<file path="src/rtl/ggt_engine.sv">
// Iterative GCD (ggT) engine: Euclidean loop where each remainder is computed
// by a restoring shift-subtract divider, one quotient bit per clock.
module ggt_engine #(
    parameter int unsigned WIDTH = 16
) (
    input  logic             clk,
    input  logic             rst,
    input  logic             start_i,
    input  logic [WIDTH-1:0] Zahl1_i,
    input  logic [WIDTH-1:0] Zahl2_i,
    output logic [WIDTH-1:0] ergebnis,
    output logic             valid
);

    localparam int unsigned CW = $clog2(WIDTH + 1);

    typedef enum logic [1:0] {
        IDLE  = 2'd0,
        CHECK = 2'd1,
        DIV   = 2'd2
    } state_t;

    state_t           state_q, state_d;
    logic [WIDTH-1:0] a_q, a_d;
    logic [WIDTH-1:0] b_q, b_d;
    logic [WIDTH-1:0] r_q, r_d;
    logic [WIDTH-1:0] q_q, q_d;
    logic [CW-1:0]    count_q, count_d;
    logic [WIDTH-1:0] ergebnis_q, ergebnis_d;
    logic             valid_q, valid_d;

    // Partial remainder widened by one bit so the compare never overflows
    logic [WIDTH:0]   t_c;
    logic [WIDTH:0]   b_ext_c;

    always_comb begin
        state_d    = state_q;
        a_d        = a_q;
        b_d        = b_q;
        r_d        = r_q;
        q_d        = q_q;
        count_d    = count_q;
        ergebnis_d = ergebnis_q;
        valid_d    = valid_q;
        t_c        = {r_q, q_q[WIDTH-1]};
        b_ext_c    = {1'b0, b_q};

        unique case (state_q)
            IDLE: begin
                if (start_i) begin
                    a_d     = Zahl1_i;
                    b_d     = Zahl2_i;
                    valid_d = 1'b0;
                    state_d = CHECK;
                end
            end
            CHECK: begin
                if (b_q == '0) begin
                    ergebnis_d = a_q;
                    valid_d    = 1'b1;
                    state_d    = IDLE;
                end else begin
                    r_d     = '0;
                    q_d     = a_q;
                    count_d = CW'(WIDTH);
                    state_d = DIV;
                end
            end
            DIV: begin
                q_d = q_q << 1;
                if (t_c >= b_ext_c) begin
                    r_d = WIDTH'(t_c - b_ext_c);
                end else begin
                    r_d = t_c[WIDTH-1:0];
                end
                count_d = count_q - CW'(1);
                // Last quotient bit: divisor becomes dividend, remainder becomes divisor
                if (count_q == CW'(1)) begin
                    a_d     = b_q;
                    b_d     = r_d;
                    state_d = CHECK;
                end
            end
            default: begin
                state_d = IDLE;
            end
        endcase
    end

    always_ff @(posedge clk or posedge rst) begin
        if (rst) begin
            state_q    <= IDLE;
            a_q        <= '0;
            b_q        <= '0;
            r_q        <= '0;
            q_q        <= '0;
            count_q    <= '0;
            ergebnis_q <= '0;
            valid_q    <= 1'b0;
        end else begin
            state_q    <= state_d;
            a_q        <= a_d;
            b_q        <= b_d;
            r_q        <= r_d;
            q_q        <= q_d;
            count_q    <= count_d;
            ergebnis_q <= ergebnis_d;
            valid_q    <= valid_d;
        end
    end

    assign ergebnis = ergebnis_q;
    assign valid    = valid_q;

endmodule

</file>
<file path="config.mk">
export PLATFORM = sky130hd
export DESIGN_NAME = ggt_engine
export DESIGN_NICKNAME = d
export VERILOG_FILES = /design/src/rtl/ggt_engine.sv
export SDC_FILE = /design/constraint.sdc
export NUM_CORES = 1
export LEC_CHECK = 0
export BUFFER_PORTS_ARGS = -buffer_cell sky130_fd_sc_hd__buf_2
export CORE_MARGIN = 10
export CORE_UTILIZATION = 35
export DETAILED_ROUTE_END_ITERATION = 7
export PLACE_DENSITY = 0.56
export SYNTH_ARGS = -nofsm -noshare
export SYNTH_HDL_FRONTEND = slang
export SYNTH_SLANG_ARGS = --single-unit
export TNS_END_PERCENT = 50
</file>
<file path="constraint.sdc">
create_clock -name clk -period 5.3 [get_ports clk]
set_clock_uncertainty 0.2 [all_clocks]
set_input_delay 0.53 -clock clk [delete_from_list [all_inputs] [get_ports clk]]
set_output_delay 0.53 -clock clk [all_outputs]
set_load 0.01 [all_outputs]
</file>
# After elaboration in Yosys (flattened, before gate mapping)
# Index checks and enable logic that the tools add are counted.
# word_totals
ff_bits	88
input_bits	35
# op_classes
n_lt_le_gt_ge	1
reduce_logical	10
muxes	20
eq_ne	7
n_addsub	2
# ops
operator	n
case mux 16 bit (2 select lines)	4
two-way mux 16 bit	7
>= comparator 17 x 16 -> 1 bit	1
logical NOT 16 bit	1
subtractor 16 bit	1
case mux 5 bit (2 select lines)	1
inequality test 2 bit (second input constant)	4
two-way mux 2 bit	3
case mux 2 bit (3 select lines)	1
AND reduction 2 bit	3
AND reduction 3 bit	2
nonzero test 2 bit	3
== test 5 x 1 -> 1 bit (second input constant)	1
two-way mux 5 bit	1
subtractor 5 x 1 -> 5 bit (second input constant)	1
== test 2 x 1 -> 1 bit (second input constant)	1
== test 2 bit (second input constant)	1
logical NOT 2 bit	1
two-way mux 1 bit	2
case mux 1 bit (2 select lines)	1

# Longest topological paths before layout
# Gate-level depths: netlist of run 1.
# logic_depth
depth_word	4
depth_mapped	11
mapped_depth_nobuf	11

# Worst setup path after synthesis of run 1
# Ideal clock, no wire load.
# synth_timing
path_type	register to register
startpoint	reg q_q[15]
endpoint	reg r_q[14]
path_stages_with_launch	12
n_path_buf	0
synth_period_minus_slack_ns	2.555
arrival_ns	2.214
path_slack_ns	2.745
t_required_ns	4.959
path_cell_list	dfrtp_1 > inv_1 > ha_1 > inv_1 > fa_1 > a21o_1 > a22o_1 > o41ai_2 > o21ai_0 > xor2_1 > nand2_1 > a31oi_1
# synth_between
elab_chain_len	3
# synth_lines
item	line_no	rtl
start, declared	27	logic [WIDTH-1:0] q_q, q_d;
start signal, assigned	105	q_q <= q_d;
subtractor 16 bit or >= comparator 17 x 16 -> 1 bit (tied branches)	72, 71	
two-way mux 16 bit (*)	71	if (t_c >= b_ext_c) begin
case mux 16 bit (2 select lines) (*)	48	unique case (state_q)
end signal, assigned	104	r_q <= r_d;
end, declared	26	logic [WIDTH-1:0] r_q, r_d;
# Mark *: on every way between the ends. The rest lies on a longest branch, timed or not.
# A chain may end at the register's enable or synchronous reset.

# Worst setup path after layout of run 1
# layout_timing
startpoint	reg count_q[1]
endpoint	reg b_q[13]
# layout_between
elab_chain_len	3
# layout_lines
item	line_no	rtl
start, declared	28	logic [CW-1:0] count_q, count_d;
start signal, assigned	106	count_q <= count_d;
== test 5 x 1 -> 1 bit	78	if (count_q == CW'(1)) begin
inequality test 2 bit (no source line)	n/a	
AND reduction 3 bit (no source line)	n/a	
end signal, assigned	94	b_q <= '0;
end signal, assigned	103	b_q <= b_d;
end, declared	25	logic [WIDTH-1:0] b_q, b_d;
# No other way between the ends.

==> results of run 1 <==
## placed cells by master, fill, tap and decap left out, drive strengths merged, types with 2 or more instances in the layout
master  Yosys  final
dfrtp      88     88
nand2b      4      4
a21boi      3      3
nand3       9      9
a22o        2      2
o21ai      50     50
nor3        7      7
a21o       13     13
buf        10     56
nor4        4      4
a31oi      39     39
nand4       4      4
or3         3      3
mux2       16     16
nand3b      2      2
nand2      97     97
clkinv      0      2
nor2       53     53
clkbuf     21     11
a211oi      3      3
a21oi      17     17
ha         18     18
nor2b       2      2
o211ai      2      2
xor2        7      7
inv        28     29
o311ai      2      2
xnor2       8      8
mux2i      12     12
o41ai       3      3
bufinv      0      2
## metal layers
layer  routed length, um  part of all wire [%]  track usage, %  up-vias
li1                    -                     -               -     1963
met1                5880                    46            18.0     1962
met2                6080                    48            22.3       67
met3                 455                   3.6            1.71       18
met4                 277                   2.2            6.38        0
met5                   0                     0               0        -
## through the flow
step	power, uW	utilization, %	worst slack (ns)	instances
final	3970	41.5	2.08	758
after global routing	4310	41.5	1.87	758
after global placement	3200	39.0	2.12	742
after floorplan	2780	-	2.29	541
after CTS	3980	41.5	2.10	758
after detailed placement	3250	39.0	2.13	742
## cell families (layout without fill, tap and decap cells)
| logic type | count (synthesis) | count (layout) | synth area share, % |
|---|---|---|---|
| compound gates | 142 | 142 | 18.3 |
| xor+xnor | 15 | 15 | 2.73 |
| fa+ha+maj | 19 | 19 | 5.09 |
| buf+inv | 59 | 100 | 5.03 |
| flops | 88 | 88 | 45.7 |
| mux | 28 | 28 | 6.23 |
| simple gates | 190 | 190 | 16.9 |
## final timing paths
check                                  from     endpoint  slack (ns)  cells past startpoint
worst min-delay path                    rst      q_q[12]        0.16                      2
worst max register to register   count_q[1]      b_q[13]        2.08                     10
max in group asynchronous               rst       r_q[2]        3.72                      3
worst min register to register  ergebnis[1]  ergebnis[1]        0.30                      1
worst max-delay path             count_q[1]      b_q[13]        2.08                     10
min in group clk                 Zahl1_i[1]       a_q[1]        0.25                      3
## sequential cells by signal, indices dropped and copies added (netlist names)
name,flops
a_q,16
state_q,2
valid,1
ergebnis,16
r_q,16
q_q,16
count_q,5
b_q,16
## where the power goes
part	internal [uW]	switching, uW
logic	801	1260
registers	951	239
clock network	443	277
total	2190	1780
## layout make-up
cell class              count  area [sq um]  area share (%)
inverters                  28           106            1.92
clock inverters             5          86.3            1.56
repair buffers             56           293            5.28
multi-input cells         394          2380            43.0
flip-flops and latches     88          2200            39.7
clock buffers              11           253            4.56
well taps                 176           220            3.97
==> metrics.yaml, run 1 <==
via_count_of_the_first_global_routing_pass: 4067
final.setup.tns_ns: 0
grt_max_degree: 56
top_level_ports: 52
cpMostUsedCell: "inv_1"
syn-cell-area_sq_um: 4820
drtIter0Drc: 313
route.detailed.wl_per_inst_um: 16.8
wl_mm: 12.7
longest_clk_path_bufs: 2
synth.ff_latch_count: 88
cellLeakagePower_uw: 0.00264
synth_cells: 541
cp.buffers_inverters: 3
clock_transition_at_the_registers_of_the_reported_paths_ns: 0.07
criticalPathCategory: "flip-flop to flip-flop"
synth.largest_area_cell: "dfrtp_1"
postLayoutCellArea_sq_um: 5540
critPathCaptureType: "flip-flop"
synth-main-ff-cell: "dfrtp_1"
cts_hold_buf: 0
fin_hold_ws_ns: 0.165
critical_path.max_fanout: 30
final_period_minus_worst_setup_slack_ns: 3.22
viasPerCell: 5.29
num-nets-final: 631
path_type_of_the_worst_min_delay_path: "input pin to asynchronous set/reset pin"
final_hold_viol_count: 0
rsz0062_at_grt: "false"
via_count: 4010
cap_viol_max_count: 0
clock_tree_from_tritoncts: "built"
die_w_um: 137
ctsHtreeMaxLevel: 3
critical_path.max_stage_delay_ns: 0.62
clkLatencyLatePin_ns: 0.35
core_region_area_sq_um: 13300
numPortBuffers: 51
synth_largest_type_area_fraction_pct: 45.7
synth_edf_count: 0
cp.arrival_ns: 3.21
fin_crit_sh_pct: 60.8
floorplan.initialDensity_pct: 36.1
synth_warnings: 0
drt_first_pass_iters: 5
cts_num_sinks: 88
root_buffer: "clkbuf_16"
diodes: 0
netlist_top_cells_area: "dfrtp_1 46%, nand2_1 7.6%, a31oi_1 5.1%"
fp.dieH_um: 137
maxClockFrequency_mhz: 311
relative_slew_slack_pct: 30.2
synth.yosys.seq_area_share_pct: 45.7
final.fill_count: 1330
die_ar_sq_um: 18900
critical_path_top_delay_cell: "inv_1"
postCtsSetupRepairBufs: 0
worst_path_dominant_cell_family: "buffers and inverters"
grt_pass1_wl_mm: 20.9
timing.critical_path.required_ns: 5.29
layout-drive-gt1-share_pct: 16.7
run_status: "finished clean"
synth.avg_cell_area_sq_um: 8.91
timing.critical_path.cells: "inv_1 -> ha_1 -> nor4b_1 -> nand2_1 -> a21o_1 -> inv_1 -> buf_4 -> nor2_1 -> a31oi_1 -> o21ai_0"
synth.cells.most_frequent: "97 x nand2_1, 88 x dfrtp_1, 53 x nor2_1, 46 x o21ai_0, 39 x a31oi_1"
syn_nets: 595
post-route-drc-count: 0
powerDensity_nw_per_um2: 717
synth_cell_type_count: 53
placement_rows: 42
final_max_slew_viol_count: 0
asyncSetResetFlopFracSynth_pct: 100
tritoncts.num_buffers: 9
dp.final_hpwl_mm: 9.06
gp_congestion: 0.867
antenna_found_initial: 0
timing_worst_slew_pin_value_ns: 1.04
postPlaceCellArea_sq_um: 5200
critical_path.startpoint_type: "flip-flop"
yosys.cell_count.top_type: "nand2_1"
post_cts_resize_count: 0
final_antenna_net_count: 0
area_delta_synth_final_pct: 14.9
grt_overflow: 0
setup_viol: 0
grt.total_usage_pct: 13.8
worst_ir_drop_vdd_mv: 0.235
No activity file was read; power rests on OpenSTA's default activity.
==> run 2, diff against run 1 <==
--- a/config.mk
+++ b/config.mk
@@ -5,11 +5,12 @@
 export SDC_FILE = /design/constraint.sdc
 export NUM_CORES = 1
 export LEC_CHECK = 0
+export ABC_AREA = 1
 export BUFFER_PORTS_ARGS = -buffer_cell sky130_fd_sc_hd__buf_2
 export CORE_MARGIN = 10
 export CORE_UTILIZATION = 35
 export DETAILED_ROUTE_END_ITERATION = 7
-export PLACE_DENSITY = 0.56
+export PLACE_DENSITY = 0.58
 export SYNTH_ARGS = -nofsm -noshare
 export SYNTH_HDL_FRONTEND = slang
 export SYNTH_SLANG_ARGS = --single-unit
==> constraint.sdc (replaced) <==
create_clock -name clk -period 2.65 [get_ports clk]
set_clock_uncertainty 0.2 [all_clocks]
set_input_delay 0.265 -clock clk [delete_from_list [all_inputs] [get_ports clk]]
set_output_delay 0.265 -clock clk [all_outputs]
set_load 0.01 [all_outputs]
==> run 2 against run 1 <==
  * Sequential power up 82%
  * Fmax up 32%
  * Clock power up 60%
  * Synthesized cell count up 25%
  * Worst hold slack worse by 0.15 ns
  * Cell area up 7.8%
  * First-iteration DRC count down 12%
  * Non-clock buffer count up 14
  * Die area up 6.2%
  * Critical path depth up 6
  * Routed wire length up 11%
==> metrics.yaml, run 2 <==
run_status: "finished clean"
sw_frac_of_total_pct: 48.7
synth.yosys.seq_area_share_pct: 42.6
via_count_of_the_first_global_routing_pass: 4390
route.detailed.wl_per_inst_um: 15.4
floorplan.initialDensity_pct: 35.7
drtIter0Drc: 274
diodes: 0
final_max_slew_viol_count: 0
clock_tree_from_tritoncts: "built"
final_period_minus_worst_setup_slack_ns: 2.43
powerDensity_nw_per_um2: 1320
die_ar_sq_um: 20000
leading_cell_type_in_the_layout_fill_and_taps_excluded: "nand2_1"
power_switching_uw: 3840
cap_viol_max_count: 0
layout-drive-gt1-share_pct: 15.3
netlist_top_cells_area: "dfrtp_1 43%, nand2_1 12%, inv_1 8.1%"
antenna_found_initial: 0
gp_congestion: 0.934
critical_path.max_fanout: 4
final.setup.tns_ns: 0
synth_largest_type_area_fraction_pct: 42.6
final_hold_viol_count: 0
grt_max_degree: 78
grt.total_usage_pct: 14.0
placement_rows: 44
synth.ff_latch_count: 88
cellLeakagePower_uw: 0.00303
grt_overflow: 0
cts_num_sinks: 88
synth.avg_cell_area_sq_um: 7.67
synth-main-ff-cell: "dfrtp_1"
area_delta_synth_final_pct: 15.5
postCtsSetupRepairBufs: 0
synth_cells: 674
synth_edf_count: 0
final_antenna_net_count: 0
clock_transition_at_the_registers_of_the_reported_paths_ns: 0.06
die_w_um: 142
mostFrequentLayoutCells: "162 x nand2_1, 110 x inv_1, 88 x dfrtp_1"
top_level_ports: 52
internal_power_uw: 4040
timing_worst_slew_pin_value_ns: 0.629
criticalPathCategory: "flip-flop to flip-flop"
pwr-share-seq_pct: 27.5
fin_crit_sh_pct: 91.7
clkLatencyLatePin_ns: 0.34
fp.dieH_um: 142
numPortBuffers: 51
timing.critical_path.required_ns: 2.68
cp.arrival_ns: 2.46
placement_setup_slack_ns: 0.190
viasPerCell: 5.00
crit_start: "q_q[15]"
ctsHtreeMaxLevel: 3
relative_slew_slack_pct: 58.0
path_type_of_the_worst_min_delay_path: "input pin to flip-flop"
synth.largest_area_cell: "dfrtp_1"
synth_warnings: 0
tritoncts.num_buffers: 9
rsz0062_at_grt: "false"
via_count: 4581
syn-cell-area_sq_um: 5170
critPathCaptureType: "flip-flop"
postLayoutSetupSlackWorst_ns: 0.219
combPwrFrac_pct: 57.8
yosys.cell_count.top_type: "nand2_1"
wl_mm: 14.1
syn_nets: 728
core_region_area_sq_um: 14500
fin_hold_ws_ns: 0.0150
maxClockFrequency_mhz: 411
worst_ir_drop_vdd_mv: 0.521
grt_pass1_wl_mm: 22.9
min-delay-start: "Zahl1_i[10]"
critical_path.startpoint_type: "flip-flop"
root_buffer: "clkbuf_16"
drt_first_pass_iters: 4
post-route-drc-count: 0
asyncSetResetFlopFracSynth_pct: 100
dp.final_hpwl_mm: 10.7
setup_viol: 0
synth_cell_type_count: 36
num-nets-final: 782
synth.cells.most_frequent: "163 x nand2_1, 111 x inv_1, 88 x dfrtp_1, 57 x o21ai_0, 39 x nor2_1"
clkPwrFrac_pct: 14.6
longest_clk_path_bufs: 2
timing.rr.start: "q_q[15]"
[run 2: cell types whose count changed in the layout (fill, tap and decap cells not counted), sizes merged, moves of 16 or more]
cell	before	now
nand3	9	45
mux2	16	0
a21oi	17	38
inv	29	114
nand2	97	168
a31oi	39	2
o21ai	50	67
o211ai	2	30
[run 2: metal layers]
metal / vias to the layer above / wire (um) / part of all wire (%) / global-route usage [%]
met4: 0 / 272 / 1.9 / 5.49
met2: 98 / 6660 / 47 / 22.6
met5: - / 0 / 0 / 0
li1: 2276 / - / - / -
met1: 2188 / 6560 / 47 / 18.5
met3: 19 / 585 / 4.2 / 2.10
[run 2: final cells by class]
type	instances	area, sq um
repair buffers	70	440
flip-flops and latches	88	2200
well taps	184	230
multi-input cells	444	2410
clock inverters	3	20.0
fillers	1482	8510
inverters	115	435
clock buffers	12	236
[run 2: logic make-up after synthesis]
family | count (synthesis) | share of synthesized area [%]
and+or+nand+nor | 276 | 24.1
AOI/OAI and AO/OA | 143 | 16.6
buffers and inverters | 142 | 10.9
DFF | 88 | 42.6
adders and majority gates | 19 | 4.74
xor gates and xnor gates | 6 | 1.02
[run 2: power groups by stage]
stage                     sequential (uW)  clock (uW)  combinational (uW)
after floorplan                      2110           0                3490
after global placement               2180           0                4480
after detailed placement             2190           0                4530
after CTS                            2170        1170                4560
after global routing                 2220        1230                5170
final                                2170        1150                4560
[run 2: critical path, stage by stage, from the launching register on]
cell,delay (ns)
dfrtp_1,0.35
inv_1,0.11
ha_1,0.16
inv_1,0.10
fa_1,0.39
nand2_1,0.10
nand2_2,0.10
nand3b_1,0.10
nand2_1,0.12
nand2_1,0.11
nand2_1,0.06
nand2_1,0.05
nand2_1,0.06
nor2_2,0.13
nor2_1,0.06
nor2_1,0.08
nor2_1,0.04
[run 2: stage by stage]
| step | util, % | instance area (sq um) | instances | total power, uW |
|---|---|---|---|---|
| floorplan | - | 5170 | 674 | 5600 |
| finish | 41.2 | 5970 | 916 | 7880 |
| CTS | 41.2 | 5970 | 916 | 7900 |
| global route | 41.2 | 5970 | 916 | 8620 |
| global placement | 39.0 | 5640 | 894 | 6660 |
| detailed placement | 39.0 | 5640 | 894 | 6720 |
[run 2: final timing paths]
kind / endpoint / slack [ns] / cells after the start
worst max-delay path: b_q[14] / 0.22 / 16
worst min-delay path: a_q[10] / 0.02 / 3
worst min register to register: ergebnis[5] / 0.28 / 2
worst max register to register: b_q[14] / 0.22 / 16
max in group asynchronous: q_q[6] / 1.18 / 4
min in group asynchronous: q_q[7] / 0.35 / 3
[run 2: what timing repair did]
| action | in CTS | in global routing |
|---|---|---|
| hold buffers | 7 | 0 |
| hold endpoints to repair | 30 | 0 |
| resized for setup | 0 | 2 |
| endpoints found under the setup margin | 0 | 1 |
==> run 3, diff against run 2 <==
--- a/config.mk
+++ b/config.mk
@@ -10,6 +10,7 @@
 export CORE_MARGIN = 10
 export CORE_UTILIZATION = 35
 export DETAILED_ROUTE_END_ITERATION = 7
+export GPL_TIMING_DRIVEN = 0
 export PLACE_DENSITY = 0.58
 export SYNTH_ARGS = -nofsm -noshare
 export SYNTH_HDL_FRONTEND = slang
==> run 3 against run 2 <==
  * Fmax is 0.35% higher
  * Combinational power is 3% higher
  * Die area stayed put
  * Via count is 1.2% higher
  * Cell count is 1.6% higher
  * Clock power is 9% higher
  * Core utilization is 0.45 points higher
  * Register-to-register slack hardly changed
  * Power is 3.0% higher
  * Worst setup slack better by 0.0085 ns
  * Critical endpoint is now b_q[11]
==> metrics.yaml, run 3 (synthesis gave the netlist of run 2 again) <==
run_status: "finished clean"
pwr-share-seq_pct: 26.8
tritoncts.num_buffers: 9
post-route-drc-count: 0
clkLatencyLatePin_ns: 0.35
maxClockFrequency_mhz: 413
grt_max_degree: 35
grt_pass1_wl_mm: 24.1
critPathCaptureType: "flip-flop"
route.detailed.wl_per_inst_um: 16.0
final_antenna_net_count: 0
powerDensity_nw_per_um2: 1340
die_w_um: 142
die_ar_sq_um: 20000
dp.final_hpwl_mm: 11.9
combPwrFrac_pct: 57.9
top_level_ports: 52
cellLeakagePower_uw: 0.00307
cap_viol_max_count: 0
floorplan.initialDensity_pct: 35.7
wl_mm: 14.9
fp.dieH_um: 142
rsz0062_at_grt: "false"
leading_cell_type_in_the_layout_fill_and_taps_excluded: "nand2_1"
criticalPathCategory: "flip-flop to flip-flop"
viasPerCell: 4.98
final_max_slew_viol_count: 0
internal_power_uw: 4170
ff2ff_path_depth: 14
path_depth: 14
grt.total_usage_pct: 15.1
placement_rows: 44
timing.critical_path.required_ns: 2.74
critical_path.max_fanout: 10
fin_crit_sh_pct: 91.4
postPlaceCellArea_sq_um: 5700
clock_tree_from_tritoncts: "built"
cp.arrival_ns: 2.51
relative_slew_slack_pct: 54.3
antenna_found_initial: 0
core_region_area_sq_um: 14500
power_switching_uw: 3940
timing.critical_path.cells: "inv_1 -> ha_1 -> nand2_1 -> inv_1 -> nand2_1 -> nand2_1 -> inv_1 -> nand3_2 -> nand2_4 -> nand2_4 -> buf_6 -> nand2_1 -> nand3_2 -> a21oi_2"
grt_overflow: 0
longest_clk_path_bufs: 2
layout-drive-gt1-share_pct: 15.3
gp_congestion: 0.896
path_type_of_the_worst_min_delay_path: "input pin to flip-flop"
drt_first_pass_iters: 4
worst_path_dominant_cell_family: "simple AND/OR/NAND/NOR gates"
slack_of_the_worst_reg_to_reg_path_ns: 0.23
numPortBuffers: 51
critical_path_top_delay_cell: "dfrtp_1"
cp.buffers_inverters: 4
via_count_of_the_first_global_routing_pass: 4651
postCtsSetupRepairBufs: 0
critical_path.max_stage_delay_ns: 0.38
num-nets-final: 797
area_delta_synth_final_pct: 16.8
via_count: 4634
final_hold_viol_count: 0
postLayoutCellArea_sq_um: 6040
mostFrequentLayoutCells: "161 x nand2_1, 110 x inv_1, 88 x dfrtp_1"
clock_transition_at_the_registers_of_the_reported_paths_ns: 0.06
drtIter0Drc: 297
final.setup.tns_ns: 0
worst_ir_drop_vdd_mv: 0.444
critical_path.startpoint_type: "flip-flop"
timing_worst_slew_pin_value_ns: 0.685
ctsHtreeMaxLevel: 3
diodes: 0
final_period_minus_worst_setup_slack_ns: 2.42
clkPwrFrac_pct: 15.4
setup_viol: 0
cpMostUsedCell: "nand2_1"
hold_depth: 3
cts_num_sinks: 88
sw_frac_of_total_pct: 48.6
root_buffer: "clkbuf_16"
==> run 3: tightest hold or removal path, stage by stage <==
cell and delay, ns:
buf_2 0.09, o211ai_1 0.09, o21ai_0 0.07
==> run 3: what timing repair did <==
action	4_1_cts	5_1_grt
hold buffers	5	0
setup endpoints to repair	0	1
hold endpoints to repair	28	0
resized for setup	0	3
==> run 3: final timing paths <==
| path | from | to |
|---|---|---|
| setup / recovery | b_q[8] | b_q[11] |
| hold / removal | Zahl1_i[1] | a_q[1] |
| setup reg to reg | b_q[8] | b_q[11] |
| hold reg to reg | ergebnis[6] | ergebnis[6] |
| max in group asynchronous | rst | r_q[10] |
| min in group asynchronous | rst | ergebnis[12] |
==> run 3: metal layers <==
layer,vias to the layer above,wire length [um],share of wire (%),global-route usage [%]
met1,2180,6530,44,18.0
met5,-,0,0,0
met2,120,7350,49,25.9
met4,0,268,1.8,5.06
li1,2312,-,-,-
met3,22,791,5.3,3.64
==> run 3: power groups by stage <==
stage                     combinational [uW]  sequential (uW)  clock, uW
after floorplan                         3490             2110          0
after global placement                  4590             2170          0
after detailed placement                4670             2190          0
after CTS                               4700             2170       1270
after global routing                    5320             2230       1330
final                                   4700             2170       1250
==> run 3: stage by stage <==
stage | utilization, % | hold slack [ns] | std cells | setup slack [ns] | total power (uW)
global route | 41.7 | 0.0296 | 931 | 0.0367 | 8880
finish | 41.7 | 0.00457 | 931 | 0.227 | 8110
detailed placement | 39.4 | 0.149 | 911 | 0.161 | 6860
global placement | 39.1 | 0.260 | 909 | 0.133 | 6760
floorplan | - | 0.221 | 674 | 0.530 | 5600
CTS | 41.6 | 0.00319 | 931 | 0.139 | 8140
==> run 3: area by class of cell <==
class / count / area (sq um)
fillers: 1480 / 8440
multi-input cells: 444 / 2410
flip-flops and latches: 88 / 2200
inverters: 115 / 435
repair buffers: 58 / 345
clock buffers: 12 / 236
well taps: 184 / 230
plain buffers: 27 / 134
clock inverters: 3 / 43.8
